==> config.mk <==
export PLATFORM = sky130hd
export DESIGN_NAME = spi_ram_ctrl
export DESIGN_NICKNAME = d
export VERILOG_FILES = /design/src/rtl/spi_ram_pkg.sv /design/src/rtl/spi_ram_array.sv /design/src/rtl/spi_ram_ctrl.sv
export SDC_FILE = /design/constraint.sdc
export NUM_CORES = 2
export LEC_CHECK = 0
export ABC_AREA = 1
export CAP_MARGIN = 5
export CORE_UTILIZATION = 38
export CTS_CLUSTER_SIZE = 28
export DETAILED_ROUTE_END_ITERATION = 7
export PLACE_DENSITY = 0.55
export SKIP_LAST_GASP = 1
export SYNTH_ARGS = -nofsm -noshare
export SYNTH_HDL_FRONTEND = slang
export SYNTH_SLANG_ARGS = --single-unit
==> constraint.sdc <==
create_clock -name clk -period 4.3 [get_ports clk]
set_clock_uncertainty 0.2 [all_clocks]
set_input_delay 1.29 -clock clk [delete_from_list [all_inputs] [get_ports clk]]
set_output_delay 1.29 -clock clk [all_outputs]
set_load 0.005 [all_outputs]
==> src/rtl/spi_ram_pkg.sv <==
// Shared types for the SPI-attached RAM controller: command opcodes,
// controller FSM states and the opcode field width.
package spi_ram_pkg;

    // Width of the opcode field that sits above the payload in each word
    localparam int OP_W = 2;

    typedef enum logic [OP_W-1:0] {
        OP_WADDR = 2'b00,
        OP_WDATA = 2'b01,
        OP_RADDR = 2'b10,
        OP_RDATA = 2'b11
    } op_t;

    typedef enum logic [1:0] {
        ST_IDLE     = 2'b00,
        ST_WR_ARMED = 2'b01,
        ST_RD_ARMED = 2'b10
    } state_t;

endpackage

==> src/rtl/spi_ram_array.sv <==
// MEM_DEPTH x DATA_W single-port storage with a synchronous write port and a
// registered read port. The read register holds its value between reads.
module spi_ram_array #(
    parameter int DATA_W    = 8,
    parameter int ADDR_W    = 8,
    parameter int MEM_DEPTH = 256
) (
    input  logic              clk,
    input  logic              rst_n,
    input  logic              we,
    input  logic [ADDR_W-1:0] waddr,
    input  logic [DATA_W-1:0] wdata,
    input  logic              re,
    input  logic [ADDR_W-1:0] raddr,
    output logic [DATA_W-1:0] rdata
);

    logic [DATA_W-1:0] mem [MEM_DEPTH];

    // Storage write; commits on the edge where we is sampled high
    // NOTE: the array has no reset branch so it maps onto plain RAM cells;
    // contents are undefined until written and survive rst_n.
    always_ff @(posedge clk) begin
        if (we) begin
            mem[waddr] <= wdata;
        end
    end

    // Read register: loads only on a read, so it doubles as the held output
    // NOTE: sequential state is always assigned with <= so every flop samples
    // the pre-edge values of its inputs regardless of block ordering.
    always_ff @(posedge clk or negedge rst_n) begin
        if (!rst_n) begin
            rdata <= '0;
        end else if (re) begin
            rdata <= mem[raddr];
        end
    end

endmodule

==> src/rtl/spi_ram_ctrl.sv <==
// Command-decoded RAM controller behind the SPI slave. Decodes opcode+payload
// words, keeps separate write/read pointers with range checking, sequences
// address/data commands through a small FSM, and reports results with
// one-cycle tx_valid / err pulses.
// Optional feature macro: SPI_RAM_AUTO_INC_EN -- when defined, accepted data
// commands post-increment their pointer (wrapping at MEM_DEPTH-1) and keep the
// FSM armed for bursts; otherwise each data command returns the FSM to IDLE.
module spi_ram_ctrl
    import spi_ram_pkg::*;
#(
    parameter int DATA_W    = 8,
    parameter int ADDR_W    = 8,
    parameter int MEM_DEPTH = 256
) (
    input  logic                 clk,
    input  logic                 rst_n,
    input  logic [DATA_W+OP_W-1:0] din,
    input  logic                 rx_valid,
    output logic [DATA_W-1:0]    dout,
    output logic                 tx_valid,
    output logic                 err,
    output logic [1:0]           state_o
);

    // Depth limit widened by one bit so MEM_DEPTH == 2**ADDR_W still compares
    localparam logic [ADDR_W:0] DEPTH_LIM = (ADDR_W+1)'(MEM_DEPTH);
`ifdef SPI_RAM_AUTO_INC_EN
    localparam logic [ADDR_W-1:0] LAST_PTR = ADDR_W'(MEM_DEPTH - 1);
`endif

    state_t            state_q, state_d;
    logic [ADDR_W-1:0] wr_ptr_q, wr_ptr_d;
    logic [ADDR_W-1:0] rd_ptr_q, rd_ptr_d;
    logic              err_d;
    logic              we, re;
    logic              tx_valid_q, err_q;

    op_t               opcode;
    logic [DATA_W-1:0] payload;
    logic [ADDR_W-1:0] addr;
    logic              in_range;

    assign opcode   = op_t'(din[DATA_W+OP_W-1:DATA_W]);
    assign payload  = din[DATA_W-1:0];
    assign addr     = payload[ADDR_W-1:0];
    assign in_range = ({1'b0, addr} < DEPTH_LIM);

    // Command decode: next state, pointer updates, memory strobes, error
    // NOTE: every signal gets a default before the case so no path leaves one
    // unassigned, which would otherwise infer a latch.
    always_comb begin
        state_d  = state_q;
        wr_ptr_d = wr_ptr_q;
        rd_ptr_d = rd_ptr_q;
        we       = 1'b0;
        re       = 1'b0;
        err_d    = 1'b0;
        if (rx_valid) begin
            case (opcode)
                OP_WADDR: begin
                    if (in_range) begin
                        wr_ptr_d = addr;
                        state_d  = ST_WR_ARMED;
                    end else begin
                        err_d = 1'b1;
                    end
                end
                OP_RADDR: begin
                    if (in_range) begin
                        rd_ptr_d = addr;
                        state_d  = ST_RD_ARMED;
                    end else begin
                        err_d = 1'b1;
                    end
                end
                OP_WDATA: begin
                    if (state_q == ST_WR_ARMED) begin
                        we = 1'b1;
`ifdef SPI_RAM_AUTO_INC_EN
                        wr_ptr_d = (wr_ptr_q == LAST_PTR) ? '0 : wr_ptr_q + 1'b1;
`else
                        state_d = ST_IDLE;
`endif
                    end else begin
                        err_d = 1'b1;
                    end
                end
                OP_RDATA: begin
                    if (state_q == ST_RD_ARMED) begin
                        re = 1'b1;
`ifdef SPI_RAM_AUTO_INC_EN
                        rd_ptr_d = (rd_ptr_q == LAST_PTR) ? '0 : rd_ptr_q + 1'b1;
`else
                        state_d = ST_IDLE;
`endif
                    end else begin
                        err_d = 1'b1;
                    end
                end
                default: err_d = 1'b1;
            endcase
        end
    end

    // FSM state, pointers and the one-cycle result pulses
    always_ff @(posedge clk or negedge rst_n) begin
        if (!rst_n) begin
            state_q    <= ST_IDLE;
            wr_ptr_q   <= '0;
            rd_ptr_q   <= '0;
            tx_valid_q <= 1'b0;
            err_q      <= 1'b0;
        end else begin
            state_q    <= state_d;
            wr_ptr_q   <= wr_ptr_d;
            rd_ptr_q   <= rd_ptr_d;
            tx_valid_q <= re;
            err_q      <= err_d;
        end
    end

    spi_ram_array #(
        .DATA_W    (DATA_W),
        .ADDR_W    (ADDR_W),
        .MEM_DEPTH (MEM_DEPTH)
    ) u_array (
        .clk   (clk),
        .rst_n (rst_n),
        .we    (we),
        .waddr (wr_ptr_q),
        .wdata (payload),
        .re    (re),
        .raddr (rd_ptr_q),
        .rdata (dout)
    );

    assign tx_valid = tx_valid_q;
    assign err      = err_q;
    assign state_o  = state_q;

endmodule

==> impl_metrics.py <==
metrics = {
    "status": {
        "status": "complete, but fails checks",
        "violations": "design-rule violations",
    },
    "floorplanning": {
        "rows": 172,
        "die_h_um": 472,
        "ios": 25,
        "die_area_um2": 223000,
        "die_w_um": 472,
        "start_util_pct": 38.3,
        "coreArea_um2": 220000,
    },
    "critical_path": {
        "cp_max_fo": 107,
        "worstPathRequired_ns": 4.84,
        "end_kind": "flip-flop",
        "crit_type": "flip-flop to flip-flop",
        "ff2ff_setup_slack_ns": 0.64,
        "r2r_end": "u_array.rdata[7]",
        "r2r-start": "rd_ptr_q[0]",
        "crit_arrival_ns": 4.20,
        "worstSetupStartpointType": "flip-flop",
        "worstRegToRegCells": 12,
    },
    "timing": {
        "rsz0062_at_grt": "false",
        "max_slew.worst_pin.slew_ns": 1.14,
        "finalHoldViolCount": 0,
        "final.setup.tns_ns": 0,
        "fmax_mhz": 273,
        "relSlewSlack_pct": 23.6,
        "timing.final.crit_share_pct": 85.0,
        "drv_slew": 0,
        "fin_crit_ns": 3.66,
        "setup_viol": 0,
    },
    "layout": {
        "fin_nets": 7248,
        "seq_area_um2": 62200,
        "fin_area_um2": 96700,
        "instances_no_fill": 10374,
        "fillers": 20114,
        "area_delta_synth_final_pct": 15.0,
        "final_layout_size_suffix_gt1_share_pct": 10.4,
        "multiInputGateArea_um2": 19400,
    },
    "clocking": {
        "cts_resized": 0,
        "clk_path_buf_depth": 3,
        "hold_buffers": 0,
        "path_clk_slew_ns": 0.07,
        "clk_latency_ns": 0.87,
        "cts_tree": "built",
        "cts_setup_buffers": 0,
        "cts_root_buffer": "clkbuf_16",
        "cts_htree_levels": 4,
        "cts.sinks": 2076,
        "cts_made_buffers": 207,
    },
    "grt": {
        "grt_overflow_total": 0,
        "grt_pass1_wl_mm": 357,
        "grt_pass1_vias": 54914,
        "grt_max_degree": 183,
        "antenna_found_initial": 7,
        "grt_usage_pct": 21.6,
    },
    "synth": {
        "yosysUniqueCellTypes": 18,
        "syn-instance-count": 7047,
        "synthTopCellsByArea": "edfxtp_1 73%, nand3_1 12%, nand2_1 9.5%",
        "ys_warn_count": 0,
        "synth_top_area_share_pct": 73.1,
        "ys_seq_area_share_pct": 74.0,
        "synthTopCellsByCount": "2,117 x nand2_1, 2,048 x edfxtp_1, 2,042 x nand3_1",
        "async_flop_share_pct": 1.35,
        "synth_nets": 7060,
        "synth.cell_area_um2": 84100,
        "synth-seq-cells": 2076,
        "synth_edf_count": 2048,
        "synth_most_common_cell": "nand2_1",
        "avgSynthCellArea_um2": 11.9,
        "yosysTopAreaCell": "edfxtp_1",
        "synth_flop_cell": "edfxtp_1",
    },
    "pwr": {
        "power_frac_clock_pct": 38.7,
        "seq_power_share_pct": 46.9,
        "switching_share_pct": 27.0,
        "power_uw": 47800,
        "p_comb_share_pct": 14.4,
        "irDropWorstVdd_mv": 0.490,
        "internal_power_uw": 34900,
        "powerDensity_nw_per_um2": 494,
        "p_switching_uw": 12900,
        "p_leak_uw": 0.0339,
    },
    "placed_design": {
        "portBuffers": 24,
        "dp_cells": 9984,
        "hpwl_mm": 148,
        "place.gp.congestion": 0.882,
        "dpl_cell_area_um2": 89700,
    },
    "route": {
        "vias": 55624,
        "drcViolationCount": 3,
        "drt_first_iter_violations": 6195,
        "routedWlPerCell_um": 23.5,
        "routed_via_density": 5.36,
        "wl_mm": 243,
        "drt_pre_antenna_iters": 8,
        "ant_nets": 0,
    },
    "min_path": {
        "hp-start": "wr_ptr_q[1]",
        "hold_class": "flip-flop to flip-flop",
        "hold_path_end": "wr_ptr_q[1]",
        "min_path_cells": 2,
    },
    "job": {
        "drv_cap": 0,
    },
}
worst max-delay path, cell delays in order, from the launching register on:
cell     delay, ns
dfrtp_4       0.79
inv_16        0.19
buf_12        0.38
nand2_1       0.11
nand3_1       0.08
nand3_1       0.21
nand3_1       0.11
nand3_1       0.09
nand3_1       0.27
nand3_1       0.15
nand3_1       0.32
nand3_1       0.27
nand2_1       0.07
power by group through the flow:
stage                     registers, uW  clock network (uW)  logic [uW]
final                             22400               18500        6860
after global routing              22400               19500        7410
after CTS                         22400               18700        6800
after detailed placement          22800                   0        6780
after global placement            22800                   0        6750
after floorplan                   22800                   0        4160
per-stage QoR:
step | utilization, % | hold slack [ns] | setup WS [ns]
final | 44.0 | 0.350 | 0.644
after detailed placement | 40.8 | 0.328 | 0.120
after CTS | 44.0 | 0.345 | 0.775
after global routing | 44.0 | 0.371 | 0.565
after global placement | 40.8 | 0.326 | 0.0857
after floorplan | - | 0.273 | 1.08
registers in the layout, indices dropped and copies added (netlist names):
| signal | count |
|---|---|
| u_array.mem | 2048 |
| rd_ptr_q | 8 |
| u_array.rdata | 8 |
| wr_ptr_q | 8 |
| state_o | 2 |
| err | 1 |
| tx_valid | 1 |
worst max path at each step:
stage | startpoint | cells past startpoint | end
floorplan | din[8] | 7 | u_array.mem[102][0]
global placement | din[8] | 10 | u_array.mem[248][4]
detailed placement | din[8] | 10 | u_array.mem[232][0]
CTS | rd_ptr_q[0] | 13 | u_array.rdata[4]
global route | rd_ptr_q[0] | 12 | u_array.rdata[3]
finish | rd_ptr_q[0] | 12 | u_array.rdata[7]
logic make-up (layout without fill, tap and decap cells):
| logic type | Yosys count | count (layout) | share of synthesized area, % |
|---|---|---|---|
| AND/OR/NAND/NOR | 4435 | 4435 | 22.9 |
| other | 0 | 4 | 0 |
| buffers and inverters | 517 | 882 | 3.05 |
| flip-flops | 2076 | 2076 | 74.0 |
| AO/OA/AOI/OAI | 19 | 19 | 0.115 |
cell usage in the layout (no fill, tap or decap), types with 23 or more instances in the layout:
| master | instances |
|---|---|
| bufinv_16 | 30 |
| edfxtp_1 | 2048 |
| nand3_1 | 2042 |
| clkbuf_16 | 212 |
| buf_12 | 60 |
| nor2_1 | 271 |
| buf_4 | 378 |
| inv_1 | 29 |
| nand2_1 | 2101 |
| clkinv_2 | 35 |
| clkbuf_1 | 38 |
| dfrtp_1 | 23 |
| clkinv_1 | 52 |
layer usage:
metal  wire, um  GRT usage [%]  part of all wire [%]
met1     106000           30.4                    44
met2     112000           33.9                    46
met3      18000           3.67                   7.4
met4       6820           6.80                   2.8
met5          0              0                     0
layout make-up:
class | count | share of cell area [%]
clock buffers | 250 | 5.63
inverters | 34 | 0.167
multi-input cells | 4454 | 20.0
flip-flops and latches | 2076 | 64.3
well taps | 2958 | 3.83
diodes | 4 | 0.0104
repair buffers | 462 | 4.47
clock inverters | 136 | 1.54
(Power assumes the default switching activity.)
